## src/rtl/knn_dist_calc.sv

```systemverilog
// Squared-Euclidean distance stage feeding the k-NN insertion list.
// Define KNN_DIST_PIPE_EN to split squaring and sum/saturate into separate stages (latency 3 instead of 2).
module knn_dist_calc #(
  parameter int COORD_W = 16,
  parameter int DATA_W  = 32,
  parameter int LABEL   = 8,
  parameter int CNT_W   = 16
) (
  input  logic               clk,
  input  logic               rst,
  input  logic               start,
  input  logic [CNT_W-1:0]   n_points,
  input  logic [COORD_W-1:0] test_x,
  input  logic [COORD_W-1:0] test_y,
  input  logic [COORD_W-1:0] train_x,
  input  logic [COORD_W-1:0] train_y,
  input  logic [LABEL-1:0]   train_label,
  input  logic               train_valid,
  output logic [DATA_W-1:0]  Dist_candidate,
  output logic [LABEL-1:0]   label_candidate,
  output logic               valid,
  output logic [CNT_W-1:0]   out_count,
  output logic               busy,
  output logic               done
);

  localparam int DW    = COORD_W + 1;
  localparam int SQ_W  = 2 * DW;
  localparam int SUM_W = SQ_W + 1;

  typedef enum logic [1:0] {IDLE, RUN, DRAIN, DONE} state_t;

  state_t state_reg, state_next;

  logic [CNT_W-1:0]         n_reg, in_count_reg, out_count_reg;
  logic [1:0][COORD_W-1:0]  test_reg, train_pt;
  logic [1:0][DW-1:0]       d_next, d_reg;
  logic [1:0][SQ_W-1:0]     sq;
  logic [LABEL-1:0]         s1_label_reg;
  logic                     s1_valid_reg;
  logic [SUM_W-1:0]         sum_sq;
  logic [DATA_W-1:0]        dist_sat;
  logic [LABEL-1:0]         fin_label;
  logic                     fin_valid;
  logic                     accept, emit;

  // Index 0 is the x axis, index 1 the y axis.
  assign train_pt = {train_y, train_x};

  assign accept = (state_reg == RUN) && train_valid && (in_count_reg < n_reg) && !start;

  genvar gi;
  generate
    for (gi = 0; gi < 2; gi++) begin : g_axis
      logic signed [SQ_W-1:0] d_ext;
      assign d_next[gi] = $signed({train_pt[gi][COORD_W-1], train_pt[gi]})
                        - $signed({test_reg[gi][COORD_W-1], test_reg[gi]});
      assign d_ext      = {{(SQ_W-DW){d_reg[gi][DW-1]}}, d_reg[gi]};
      assign sq[gi]     = d_ext * d_ext;
    end
  endgenerate

`ifdef KNN_DIST_PIPE_EN
  logic [1:0][SQ_W-1:0] sq_reg;
  logic [LABEL-1:0]     s2_label_reg;
  logic                 s2_valid_reg;

  always_ff @(posedge clk or negedge rst) begin
    if (!rst) begin
      sq_reg       <= '0;
      s2_label_reg <= '0;
      s2_valid_reg <= 1'b0;
    end else if (start) begin
      s2_valid_reg <= 1'b0;
    end else begin
      sq_reg       <= sq;
      s2_label_reg <= s1_label_reg;
      s2_valid_reg <= s1_valid_reg;
    end
  end

  assign sum_sq    = {1'b0, sq_reg[0]} + {1'b0, sq_reg[1]};
  assign fin_label = s2_label_reg;
  assign fin_valid = s2_valid_reg;
`else
  assign sum_sq    = {1'b0, sq[0]} + {1'b0, sq[1]};
  assign fin_label = s1_label_reg;
  assign fin_valid = s1_valid_reg;
`endif

  assign dist_sat = (|sum_sq[SUM_W-1:DATA_W]) ? {DATA_W{1'b1}} : sum_sq[DATA_W-1:0];
  assign emit     = fin_valid;

  always_ff @(posedge clk or negedge rst) begin
    if (!rst) begin
      state_reg       <= IDLE;
      n_reg           <= '0;
      in_count_reg    <= '0;
      out_count_reg   <= '0;
      test_reg        <= '0;
      d_reg           <= '0;
      s1_label_reg    <= '0;
      s1_valid_reg    <= 1'b0;
      Dist_candidate  <= '0;
      label_candidate <= '0;
      valid           <= 1'b0;
    end else begin
      state_reg <= state_next;
      if (start) begin
        // Restart drops every in-flight result.
        n_reg         <= n_points;
        test_reg      <= {test_y, test_x};
        in_count_reg  <= '0;
        out_count_reg <= '0;
        s1_valid_reg  <= 1'b0;
        valid         <= 1'b0;
      end else begin
        s1_valid_reg <= accept;
        if (accept) begin
          d_reg        <= d_next;
          s1_label_reg <= train_label;
          in_count_reg <= in_count_reg + CNT_W'(1);
        end
        valid <= emit;
        if (emit) begin
          Dist_candidate  <= dist_sat;
          label_candidate <= fin_label;
          if (out_count_reg < n_reg) out_count_reg <= out_count_reg + CNT_W'(1);
        end
      end
    end
  end

  always_comb begin
    state_next = state_reg;
    busy       = (state_reg == RUN) || (state_reg == DRAIN);
    done       = (state_reg == DONE);
    if (start) begin
      state_next = (n_points == '0) ? DONE : RUN;
    end else begin
      case (state_reg)
        RUN:     if (accept && (in_count_reg + CNT_W'(1) == n_reg)) state_next = DRAIN;
        DRAIN:   if (emit && (out_count_reg + CNT_W'(1) == n_reg)) state_next = DONE;
        default: ;
      endcase
    end
  end

  assign out_count = out_count_reg;

endmodule

```

## config.mk

```make
export PLATFORM = sky130hd
export DESIGN_NAME = knn_dist_calc
export DESIGN_NICKNAME = d
export VERILOG_FILES = /design/src/rtl/knn_dist_calc.sv
export SDC_FILE = /design/constraint.sdc
export NUM_CORES = 2
export LEC_CHECK = 0
export BUFFER_PORTS_ARGS = -buffer_cell sky130_fd_sc_hd__buf_4
export CAP_MARGIN = 25
export CORE_MARGIN = 2
export CORE_UTILIZATION = 64
export DETAILED_ROUTE_END_ITERATION = 8
export GPL_TIMING_DRIVEN = 0
export HOLD_SLACK_MARGIN = 0.05
export MAX_ROUTING_LAYER = met4
export PLACE_DENSITY = 0.89
export SLEW_MARGIN = 20
export SYNTH_ARGS = -nofsm -noshare
export SYNTH_HDL_FRONTEND = slang
export SYNTH_SLANG_ARGS = --single-unit
```

## constraint.sdc

```tcl
create_clock -name clk -period 19.24 [get_ports clk]
set_input_delay 1.924 -clock clk [delete_from_list [all_inputs] [get_ports clk]]
set_output_delay 1.924 -clock clk [all_outputs]
set_load 0.01 [all_outputs]
```

======== Yosys cells after proc, flatten, opt, wreduce, memory -nomap -nowiden ========
Cells that the tools add are included.
storage, ports and cells
  register bits ........................... 166
  word-level logic and storage cells ...... 60
operators by class
  add/sub/neg operators ................... 5
  multiplexer cells ....................... 13
  reductions and logical operators ........ 17
  multiply operators ...................... 2
  magnitude comparators ................... 2
  eq/ne operators ......................... 7
  bitwise gates (word level) .............. 1
operators by type and width
  kind                                                              number
  16-bit two-way mux                                                5
  17-bit by 17-bit multiplier with 34-bit output                    2
  34-bit by 34-bit adder with 35-bit output                         1
  16-bit by 16-bit subtractor with 17-bit output                    2
  16-bit by 1-bit adder with 16-bit output (second input constant)  2
  16-bit == test                                                    2
  16-bit less-than comparator                                       2
  32-bit two-way mux                                                1
  16-bit zero test                                                  1
  2-bit two-way mux                                                 4
  3-bit by 2-bit != test with 1-bit output (second input constant)  2
  2-bit AND reduction                                               3
  2-bit nonzero test                                                3
  1-bit logical AND                                                 5
  2-bit == test (second input constant)                             2
  2-bit one-hot mux with 2 select lines                             1
  3-bit AND reduction                                               1
  3-bit nonzero test                                                1
  3-bit OR reduction                                                1
  2-bit by 1-bit == test with 1-bit output (second input constant)  1
  1-bit two-way mux                                                 2
  1-bit zero test                                                   1
  1-bit logical OR                                                  1
  1-bit inverter                                                    1

======== Depth between registers and ports, before layout ========
  word-level depth ........................ 8
  depth in mapped cells ................... 35

======== Least setup slack after synthesis ========
No wires, ideal clock.
  path kind ............................... register to register
  from .................................... register d_reg[22] (netlist bit)
  to ...................................... register Dist_candidate[20]
  data required time ...................... 19,116 ps
  cell stages (with the launch flop) ...... 34
  buffers on the path ..................... 4
  slack ................................... 10,980 ps
  arrival time ............................ 8,135 ps
  cell sequence ........................... dfrtp_1 -> clkbuf_1 -> clkbuf_1 -> nand2_1 -> fa_1 -> inv_1 -> fa_1 -> ha_1 -> fa_1 -> fa_1 -> inv_1 -> fa_1 -> inv_1 -> ha_1 -> buf_6 -> a2111oi_4 -> o21ai_1 -> a31o_1 -> a2111o_1 -> a311o_1 -> a211o_1 -> a21o_1 -> a21oi_1 -> xnor2_1 -> ha_1 -> and2_1 -> nand2_1 -> nor3_1 -> nand2_1 -> o211ai_1 -> a211oi_1 -> a2111oi_2 -> buf_2 -> a21oi_1
between the ends
  longest elaborated chain between the ends .. 4
RTL lines
  what                                                RTL line  source
  start: declaration                                  37        logic [1:0][DW-1:0] d_next, d_reg;
  start signal: assignment                            120       d_reg <= d_next;
  17-bit by 17-bit multiplier with 34-bit output (*)  59        assign sq[gi] = d_ext * d_ext;
  34-bit by 34-bit adder with 35-bit output (*)       86        assign sum_sq = {1'b0, sq[0]} + {1'b0, sq[1]};
  3-bit OR reduction                                  91        assign dist_sat = (|sum_sq[SUM_W-1:DATA_W]) ? {DATA_W{1'b1}} : sum_sq[DATA_W-1:0];
  32-bit two-way mux (*)                              91
  end signal: assignment                              126       Dist_candidate <= dist_sat;
  end: declaration                                    19        output logic [DATA_W-1:0] Dist_candidate,
Every way passes the cells marked *; elsewhere a longest branch is shown, timed or not.
A chain may end at the register's enable or synchronous reset.

======== Worst setup path in the final report ========
  from .................................... register d_reg[5] (netlist bit)
  to ...................................... register Dist_candidate[23]
The elaborated chain is that of the path after synthesis.

==> impl_metrics.csv <==
group,metric,value,unit
yosys,synth_cell_type_count,79,
setup_path,startpoint_type,"flop",
yosys,avgSynthCellArea,9.014,um^2
yosys,syn_nets,4335,
finish,final-seq-area,4154,um^2
sta,fmax,0.09461,GHz
yosys,yosysWarnings,0,
setup_path,reg2reg_depth,32,
yosys,synth_seq_cells,166,
sta,worst_pin_slew,1.111,ns
sta,finalSetupTns,0,ns
global_route,first_global_vias,26097,
routing,viasPerCell,5.849,
finish,layout_common_cells,"767 x inv_1, 543 x fa_1, 347 x nand2_1, 274 x ha_1, 166 x dfrtp_1",
sta,grt_setup_unrepaired,"no",
routing,drt-initial-drc-count,2006,
yosys,synth-seq-area-share,13.45,%
setup_path,crit_arrival,10.95,ns
sta,slew_headroom,25.96,%
setup_path,worstSetupPathType,"reg -> reg",
routing,met2_length,38.05,mm
finish,drive_gt1_share,6.401,%
cts,cts_inserted_buffers,17,
setup_path,crit_path_max_fanout,10,
routing,top_layer,"met4",
placed_design,dp_hpwl,67.32,mm
cts,htreeDepth,4,
sta,finalMaxSlewViolations,0,
cts,post_cts_buffers,0,
cts,clkSinkCount,166,
setup_path,crit_path_top_delay_cell,"a2111oi_2",
placed_design,io_buffer_count,149,
routing,route.antenna.remaining_nets,0,
cts,clock_latency,0.51,ns
global_route,antenna_found_initial,3,
floorplan,die_y,223.7,um
floorplan,start_util,64.81,%
cts,cts_buffer_depth,2,
setup_path,path_buf_inv,7,
routing,drt-met1-wl,30.70,mm
placed_design,gp_congestion,1.007,
setup_path,cp.depth,32,
routing,drt_wl_total,81.50,mm
yosys,synth_area,30880,um^2
hold_path,hp-class,"reg -> reg",
finish,nFillCells,3535,
finish,multi_input_area,23430,um^2
sta,post-route-min-period,10.57,ns
setup_path,cp_top_family,"adder cells",
routing,drcViolationCount,0,
sta,setup_viol,0,
cts,cts-hold-fix-buffers,0,
routing,met3_wirelength,7.133,mm
setup_path,cpMostUsedCell,"fa_1",
sta,clock_skew,0.01022,ns
sta,hold_viol_final,0,
sta,min_period_over_period,54.93,%
global_route,grt_max_degree,86,
floorplan,rows,80,
routing,wl_per_cell,19.28,um
cts,clk_pin_slew,0.08,ns
setup_path,cp.required,19.62,ns
cts,cts_tree,"built",
yosys,syn_inst,3426,
global_route,grt-ovfl-total,0,
routing,first_pass_iters,8,
floorplan,dieArea,50020,um^2
flow_run,cap_violations,0,
finish,nNetsFinal,4505,
finish,largest_reg_flops,34,
cts,post_cts_resized,0,
floorplan,die_w,223.7,um
setup_path,slowest_delay,0.81,ns
routing,vias,24725,
setup_path,end_kind,"flop",
yosys,synthArstFlopShare,100.0,%
finish,area_delta_synth_final,8.359,%
global_route,grt_usage,35.27,%
floorplan,core_area,47650,um^2
finish,layout_commonest_cell,"inv_1",
floorplan,ios,151,
yosys,ys.flop_type,"dfrtp_1",
cts,cts-root-buf,"clkbuf_16",
yosys,synth_edf_count,0,
hold_path,hold_depth,2,
outcome,status,"finished clean",
global_route,grt_pass1_wl,131.4,mm
## cell usage after synthesis (20+ instances only)
library cell | n | area share, %
inv_1 | 767 | 9.3
ha_1 | 274 | 11
o21ai_0 | 140 | 2.3
fa_1 | 543 | 35
nor3_1 | 28 | 0.45
xnor2_1 | 117 | 3.3
dfrtp_1 | 166 | 13
nand3_1 | 44 | 0.71
nor2_1 | 164 | 2.0
a21o_1 | 36 | 0.88
nand2_1 | 347 | 4.2
a211oi_1 | 20 | 0.49
nor2b_1 | 45 | 0.91
clkbuf_1 | 95 | 1.2
xor2_1 | 81 | 2.3
a21oi_1 | 148 | 2.4
and2_1 | 111 | 2.2
nand2b_1 | 27 | 0.55
## cell type report
type / count / share of cell area (%)
antenna: 3 / 0.02243
buffer: 105 / 1.219
clock buffer: 17 / 1.271
clock inverter: 15 / 0.6282
inverter: 769 / 8.626
multi-input combinational: 2386 / 70.03
sequential: 166 / 12.41
tap: 615 / 2.300
timing repair buffer: 151 / 3.492
## final timing paths
| kind | start | end | slack, ns |
|---|---|---|---|
| worst max-delay path | d_reg[5]$_DFFE_PN0P_ | Dist_candidate[23]$_DFFE_PN0P_ | 8.67 |
| worst min register to register | fin_label[6]$_DFFE_PN0P_ | fin_label[6]$_DFFE_PN0P_ | 0.48 |
| worst max register to register | d_reg[5]$_DFFE_PN0P_ | Dist_candidate[23]$_DFFE_PN0P_ | 8.67 |
| max in group asynchronous | rst | test_reg[1]$_DFFE_PN0P_ | 16.97 |
| min in group asynchronous | rst | out_count[2]$_DFFE_PN0P_ | 1.39 |
| worst min-delay path | fin_label[6]$_DFFE_PN0P_ | fin_label[6]$_DFFE_PN0P_ | 0.48 |
## cells by family (layout without fill, tap and decap cells)
logic type / count (synthesis) / count (layout) / share of synthesized area, %
muxes: 22 / 22 / 0.7901
xor gates and xnor gates: 198 / 198 / 5.616
AOI/OAI and AO/OA: 487 / 487 / 9.874
DFF: 166 / 166 / 13.45
and+or+nand+nor: 862 / 862 / 13.30
adders and majority gates: 817 / 817 / 46.30
buffers and inverters: 874 / 1057 / 10.67
other: 0 / 3 / 0
## metal layers
metal	vias to the layer above	global-route usage [%]
li1	11013	-
met1	12134	42.07
met2	1218	55.73
met3	360	6.952
met4	0	21.53
met5	-	-
## worst min-delay path: stages (launching register included)
cell and delay (ns):
dfrtp_1 0.35, nand2_1 0.05, nand2_1 0.05
## stage by stage
| step | hold WS, ns | instances | setup WS [ns] | util (%) | area (um^2) |
|---|---|---|---|---|---|
| finish | 0.4808 | 4227 | 8.671 | 70.23 | 33460 |
| global route | 0.5135 | 4227 | 8.334 | 70.23 | 33460 |
| CTS | 0.4849 | 4224 | 9.002 | 70.22 | 33450 |
| detailed placement | 0.4661 | 4192 | 9.089 | 68.88 | 32820 |
| global placement | 0.4553 | 4190 | 9.169 | 68.78 | 32770 |
| floorplan | 0.4401 | 3426 | 10.98 | - | 30880 |
Power is left out: the tool's default activity adds up to more than one toggle a clock period on the data nets, which glitch-free logic cannot reach.
